## config.mk

```make
export PLATFORM = sky130hd
export DESIGN_NAME = univ_shift_reg
export DESIGN_NICKNAME = d
export VERILOG_FILES = /design/src/rtl/univ_shift_reg.sv
export SDC_FILE = /design/constraint.sdc
export NUM_CORES = 1
export LEC_CHECK = 0
export BUFFER_PORTS_ARGS = -buffer_cell sky130_fd_sc_hd__buf_2
export CAP_MARGIN = 40
export CELL_PAD_IN_SITES_DETAIL_PLACEMENT = 2
export CELL_PAD_IN_SITES_GLOBAL_PLACEMENT = 2
export CORE_ASPECT_RATIO = 0.8
export CORE_MARGIN = 1
export CORE_UTILIZATION = 31
export DETAILED_ROUTE_END_ITERATION = 7
export GPL_TIMING_DRIVEN = 0
export PLACE_DENSITY_LB_ADDON = 0.1
export RECOVER_POWER = 25
export SLEW_MARGIN = 20
export SYNTH_ARGS = -nofsm -noshare
export SYNTH_HDL_FRONTEND = slang
export SYNTH_SLANG_ARGS = --single-unit
```

## constraint.sdc

```tcl
create_clock -name clk -period 2.1 [get_ports clk]
set_clock_uncertainty 0.15 [all_clocks]
set_input_delay 0.105 -clock clk [delete_from_list [all_inputs] [get_ports clk]]
set_output_delay 0.105 -clock clk [all_outputs]
set_load 0.01 [all_outputs]
```

## src/rtl/univ_shift_reg.sv

```systemverilog
// rtl/univ_shift_reg.sv - universal shift register: load/clear/hold, logical/arithmetic shifts and rotates
// Multi-position shifts step one bit per enabled clock under a start/busy/done handshake.
module univ_shift_reg #(
  parameter int WIDTH = 8,
  parameter int AW    = 4
) (
  input  logic             clk,
  input  logic             rst_n,
  input  logic             en,
  input  logic             start,
  input  logic [2:0]       sel,
  input  logic [AW-1:0]    amt,
  input  logic [WIDTH-1:0] di,
  input  logic             si,
  output logic [WIDTH-1:0] so,
  output logic             sout,
  output logic             busy,
  output logic             done
);

  localparam logic [2:0] OP_HOLD  = 3'b000;
  localparam logic [2:0] OP_SLL   = 3'b001;
  localparam logic [2:0] OP_SRL   = 3'b010;
  localparam logic [2:0] OP_SRA   = 3'b011;
  localparam logic [2:0] OP_ROL   = 3'b100;
  localparam logic [2:0] OP_ROR   = 3'b101;
  localparam logic [2:0] OP_LOAD  = 3'b110;
  localparam logic [2:0] OP_CLEAR = 3'b111;

  typedef enum logic {
    S_IDLE = 1'b0,
    S_RUN  = 1'b1
  } state_t;

  state_t           state_q, state_d;
  logic [AW-1:0]    cnt_q, cnt_d;
  logic [2:0]       op_q, op_d;
  logic             fill_q, fill_d;
  logic [WIDTH-1:0] so_d;
  logic             sout_d;
  logic             done_d;
  logic [WIDTH:0]   step_res;
  logic             is_shift;

  // One bit-step of a shift/rotate; result is {bit shifted out, new register}.
  function automatic logic [WIDTH:0] shift_step(input logic [2:0] op,
                                                input logic [WIDTH-1:0] v,
                                                input logic fill);
    logic [WIDTH:0] r;
    case (op)
      OP_SLL:  r = {v[WIDTH-1], v[WIDTH-2:0], fill};
      OP_SRL:  r = {v[0], fill, v[WIDTH-1:1]};
      OP_SRA:  r = {v[0], v[WIDTH-1], v[WIDTH-1:1]};
      OP_ROL:  r = {v[WIDTH-1], v[WIDTH-2:0], v[WIDTH-1]};
      OP_ROR:  r = {v[0], v[0], v[WIDTH-1:1]};
      default: r = {1'b0, v};
    endcase
    return r;
  endfunction

  assign is_shift = (sel != OP_HOLD) && (sel != OP_LOAD) && (sel != OP_CLEAR);
  assign step_res = shift_step(op_q, so, fill_q);

  always_comb begin
    state_d = state_q;
    cnt_d   = cnt_q;
    op_d    = op_q;
    fill_d  = fill_q;
    so_d    = so;
    sout_d  = sout;
    done_d  = 1'b0;
    if (en) begin
      case (state_q)
        S_IDLE: begin
          if (start) begin
            if (is_shift && (amt != '0)) begin
              op_d    = sel;
              fill_d  = si;
              cnt_d   = amt;
              state_d = S_RUN;
            end else begin
              done_d = 1'b1;
              if (sel == OP_LOAD) begin
                so_d   = di;
                sout_d = 1'b0;
              end else if (sel == OP_CLEAR) begin
                so_d   = '0;
                sout_d = 1'b0;
              end
            end
          end
        end
        S_RUN: begin
          so_d   = step_res[WIDTH-1:0];
          sout_d = step_res[WIDTH];
          cnt_d  = cnt_q - AW'(1);
          if (cnt_q == AW'(1)) begin
            state_d = S_IDLE;
            done_d  = 1'b1;
          end
        end
        default: state_d = S_IDLE;
      endcase
    end
  end

  always_ff @(posedge clk or negedge rst_n) begin
    if (!rst_n) begin
      state_q <= S_IDLE;
      cnt_q   <= '0;
      op_q    <= OP_HOLD;
      fill_q  <= 1'b0;
      so      <= '0;
      sout    <= 1'b0;
      done    <= 1'b0;
    end else begin
      state_q <= state_d;
      cnt_q   <= cnt_d;
      op_q    <= op_d;
      fill_q  <= fill_d;
      so      <= so_d;
      sout    <= sout_d;
      done    <= done_d;
    end
  end

  assign busy = (state_q == S_RUN);

endmodule
```

# After elaboration in Yosys (flattened, before gate mapping)
# Index checks and enable logic that the tools add are counted.
# op_classes
addsub	1
multipliers	0
div_mod_pow	0
magnitude_cmp	0
n_eq_ne	17
shift	0
mux	23
bitwise	1
reduce_logical	10
# ops
op	count
case mux 9 bit (5 select lines)	1
two-way mux 8 bit	4
case mux 8 bit (2 select lines)	1
== test 3 bit (second input constant)	4
two-way mux 1 bit	11
inequality test 3 bit (second input constant)	3
two-way mux 4 bit	2
inequality test 2 bit (second input constant)	4
case mux 4 bit (2 select lines)	1
AND reduction 4 bit	2
== test 3 x 2 -> 1 bit (second input constant)	2
inequality test 6 x 1 -> 1 bit (second input constant)	1
case mux 1 bit (2 select lines)	3
AND reduction 6 bit	1
inequality test 5 x 1 -> 1 bit (second input constant)	1
AND reduction 5 bit	1
== test 4 x 1 -> 1 bit (second input constant)	1
nonzero test 4 bit	1
subtractor 4 x 1 -> 4 bit (second input constant)	1
== test 3 x 1 -> 1 bit (second input constant)	1
logical AND 1 bit	3
AND reduction 3 bit	1
nonzero test 3 bit	1
inverter 1 bit	1
# totals
regBits	19
latch_bits	0
mem_bits_rw	0
mem_bits_ro	0
out_inout_bits	11
n_memories	0

# Logic depth before layout (Yosys ltp)
# depth
ltp_word	8
ltp_mapped	6

# Least setup slack after synthesis
# Ideal clock, no wire load.
# synth_path
path_kind	register to register
start	reg state_q (netlist: busy)
end	reg fill_q
setup_ns	0.125
arrival_time_ns	1.313
required_time_ns	1.825
setup_slack_ns	0.512
path_stages_with_launch	6
path_buffers	2
period_less_slack_ns	1.588
cell_sequence	dfrtp_1 -> clkbuf_2 -> inv_1 -> and4_1 -> buf_6 -> mux2_4
# synth_between
elab_chain_len	2
# synth_lines
element	line_no	source
start, declared	35	state_t state_q, state_d;
start signal, assigned	117	state_q <= state_d;
inverter 1 bit (no line)	--	
AND reduction 4 bit (no line)	--	
end signal, assigned	120	fill_q <= fill_d;
end, declared	38	logic fill_q, fill_d;
# Every way passes these cells.
# A chain may end at the register's enable or synchronous reset.

# Final worst setup path
# layout_path
start	reg op_q[1]
end	reg so[4]
# layout_between
elab_chain_len	3
elab_cells_between_ends	9
cone_classes	eq/ne (6); mux (2); reduce/logical (1)
# layout_lines
element	line_no	source
start, declared	37	logic [2:0] op_q, op_d;
start signal, assigned	119	op_q <= op_d;
== test 3 bit (tied with other cells)	50	case (op)
case mux 9 bit (5 select lines) or inequality test 6 x 1 -> 1 bit (tied branches)	--	
case mux 8 bit (2 select lines) or AND reduction 5 bit (tied branches)	--	
end signal, assigned	113	so <= '0;
end signal, assigned	121	so <= so_d;
end, declared	15	output logic [WIDTH-1:0] so,
# Several ways; a longest one is shown, not always the timed one.

==> summary.md <==
| Metric | Value |
|---|---|
| First-pass GRT wire length | `7610 um` |
| Final net count | `219` |
| Unique masters post-synth | `43` |
| Crit path from | `op_q[1]` |
| Largest family of logic cells by synthesized area | `compound AO/OA/AOI/OAI gates` |
| Dpl hpwl | `3580 um` |
| CTS Buffer Depth | `2` |
| Crit path DAT | `1.86 ns` |
| Area of the core | `4180 sq um` |
| # fillers | `482` |
| Slew headroom | `0.248` |
| Synth top area cells | `dfrtp_1 (35%), o21ai_0 (4.8%), o2bb2ai_1 (4.5%), mux2_4 (4.5%), nor2_1 (4.2%)` |
| Part of the power in registers | `0.310` |
| Multiplexer share of the synthesized area | `0.0751` |
| Crit path cell chain | `nor3_1 -> o32ai_4 -> buf_6 -> a31oi_1` |
| Final WL | `4630 um` |
| Starting Density | `0.323` |
| Measured slew at the worst slew-check pin | `1.13 ns` |
| Sequential cell area fraction in the yosys report | `0.353` |
| Num CTS Buffers | `3` |
| Area Overhead vs Synth | `27.1%` |
| Hold path start | `di[7]` |
| Hold WS | `0.00610 ns` |
| Xor/xnor share of the synthesized area | `0.00649` |
| Clock sink total | `19` |
| Vias in the first global route | `1485` |
| DRC viols | `0` |
| Clk pin slew, worst setup/hold paths | `0.08 ns` |
| Antenna-violating nets left | `0` |
| Die W | `75.7 um` |
| R2R Path Start | `op_q[1]` |
| Leak | `0.000709 uW` |
| Final cell count without fillers | `253` |
| Die height | `61 um` |
| Hold Vio Cnt, Final | `0` |
| Commonest non-fill, non-tap cell in the layout | `buf_2` |
| Syn avg cell area | `8.87 sq um` |
| Setup TNS | `0 ns` |
| Post-synth top flop | `dfrtp_1` |
| WL per Instance | `18.3 um` |
| Maxcap violations | `0` |
| GPL Wtd Cong | `0.807` |
| Crit path max fanout | `10` |
| Kind of critical path | `flop to flop` |
| P_int | `1310 uW` |
| Initial antenna violation count | `0` |
| H-tree level count | `1` |
| Vias | `1375` |
| Total gr overflow | `0` |
| Post CTS Setup Buffer Count | `0` |
| Share of total power in the clock network | `0.108` |
| Total die area | `4620 sq um` |
| Largest net degree at the start of global routing | `20` |
| Commonest cells after routing, fill and taps aside | `buf_2 (31), dfrtp_1 (19), nor2_1 (15)` |
| Bufs and invs on worst path | `1` |
| Worst vdd ir | `0.000452 V` |
| Register area | `475 sq um` |
| Io pins | `31` |
| Max frequency | `543 MHz` |
| Startpoint Class | `flop` |
| Net switching power figure | `1170 uW` |
| RSZ-0062 raised after global routing | `no` |
| Final setup viols | `0` |
| TritonCTS clock tree | `done` |
| Cell Pwr Density | `1450 nW/um^2` |
| Post-Syn Area | `1350 sq um` |
| Syn Nets | `174` |
| Placed cell count | `239` |
| Aggregate global-route resource usage | `0.228` |
| Final worst-path cycle share | `0.878` |
| Drt first pass iters | `4` |
| Synthesized flop and latch total | `19` |
| Pins Over Slew Limit | `0` |
| Worst-Skew Late Latency | `0.26 ns` |
| Via/cell ratio | `5.43` |
| DRT iter0 DRCs | `61` |
| Port bufs | `30` |
| Post-Synth Simple-Gate Area | `0.224` |
| Share of cells above drive strength 1 | `0.255` |
| Final min period | `1.84 ns` |
| Ys Warns | `0` |
| R2R setup slack | `0.26 ns` |
| Synth async-reset ratio | `1.00` |
| Ant diodes | `0` |
| Clock root buffer | `clkbuf_8` |
| Row cnt | `21` |
| Top cell type's share of synthesized area | `0.353` |
| Crit path max-delay family | `simple AND/OR/NAND/NOR gates` |
| HP Class | `input port to flop` |
| Area leader, netlist | `dfrtp_1` |
| Area of the multi-input gates | `798 sq um` |
| Switching Share | `0.473` |
| Logic pwr share | `0.582` |
| CP Capture Type | `flop` |
| Complex-gate fraction of the synthesized area | `0.267` |
| Worst path slowest cell | `nor3_1` |
| Post-synth EDFFs | `0` |
| Worst EP required | `2.12 ns` |
| CP peak stage delay | `0.53 ns` |
| Status | `completed` |
| Adder-cell share of the synthesized area | `0.0186` |
| Post-Synthesis Cells | `152` |
-- stage by stage --
step                setup slack [ns]  area (sq um)  total power [uW]  utilization
CTS                            0.254          1720              2510        0.411
global route                   0.113          1710              2690        0.410
detailed placement             0.274          1570              2220        0.376
finish                         0.257          1710              2480        0.410
global placement               0.349          1570              2100        0.376
floorplan                      0.512          1350              1710            -
-- power groups by stage --
stage | registers (uW) | logic, uW | clock network (uW)
6_report | 770 | 1450 | 269
5_1_grt | 800 | 1600 | 287
2_1_floorplan | 756 | 956 | 0
4_1_cts | 772 | 1460 | 278
3_5_place_dp | 779 | 1440 | 0
3_3_place_gp | 762 | 1330 | 0
-- path summary, 6_finish.rpt --
path                       endpoint  cells past startpoint
min in group asynchronous      done                      2
max in group asynchronous  cnt_q[3]                      2
min reg2reg                    sout                      2
min                           so[7]                      3
max                           so[4]                      4
max reg2reg                   so[4]                      4
-- worst reg2reg max path: cells and delay by family, from the launching register on --
kind / cells / cell delay, ns
DFF: 1 / 0.48
buffers and inverters: 1 / 0.19
AOI/OAI and AO/OA: 2 / 0.41
and+or+nand+nor: 1 / 0.53
-- metal layers --
layer | part of all wire | routed length [um] | global-route usage | vias to the layer above
li1 | - | - | - | 657
met1 | 0.47 | 2160 | 0.289 | 703
met2 | 0.51 | 2370 | 0.413 | 13
met3 | 0.016 | 73 | 0.0299 | 2
met4 | 0.0041 | 19 | 0.0529 | 0
met5 | 0 | 0 | 0 | -
-- kinds of logic (layout without fill, tap and decap cells) --
logic type / Yosys count / count (layout)
AND/OR/NAND/NOR: 56 / 56
flip-flops: 19 / 19
adder cells (fa/ha/maj): 2 / 2
XOR/XNOR: 1 / 1
multiplexers: 8 / 8
buffers and inverters: 14 / 58
AO/OA/AOI/OAI: 52 / 52
-- Yosys cell counts (all sizes together) (2+ instances only) --
| library cell | instances |
|---|---|
| nand3 | 4 |
| and2 | 2 |
| mux2i | 3 |
| nand2b | 7 |
| o2bb2ai | 7 |
| nor3b | 2 |
| nand2 | 12 |
| buf | 5 |
| nor3 | 6 |
| a41oi | 2 |
| ha | 2 |
| o21ai | 13 |
| a31oi | 7 |
| nor2 | 15 |
| dfrtp | 19 |
| o31ai | 2 |
| mux2 | 5 |
| inv | 5 |
| clkbuf | 4 |
| a21oi | 9 |
| o22ai | 4 |
-- layout make-up --
| cell class | count | area share |
|---|---|---|
| clock buffer | 4 | 0.0263 |
| timing repair buffer | 40 | 0.145 |
| buffer | 9 | 0.0328 |
| tap | 57 | 0.0416 |
| inverter | 5 | 0.0109 |
| sequential | 19 | 0.277 |
| multi-input combinational | 119 | 0.466 |
-- sequential cells by signal, indices dropped and copies added (netlist names) --
register,cells
fill_q,1
op_q,3
sout,1
busy,1
cnt_q,4
so,8
done,1
-- what timing repair did --
action	in CTS	in global routing
endpoints found under the hold margin	28	0
hold buffers	10	0
resized for setup	0	0
Note: power is estimated with default switching activity, not from simulation.
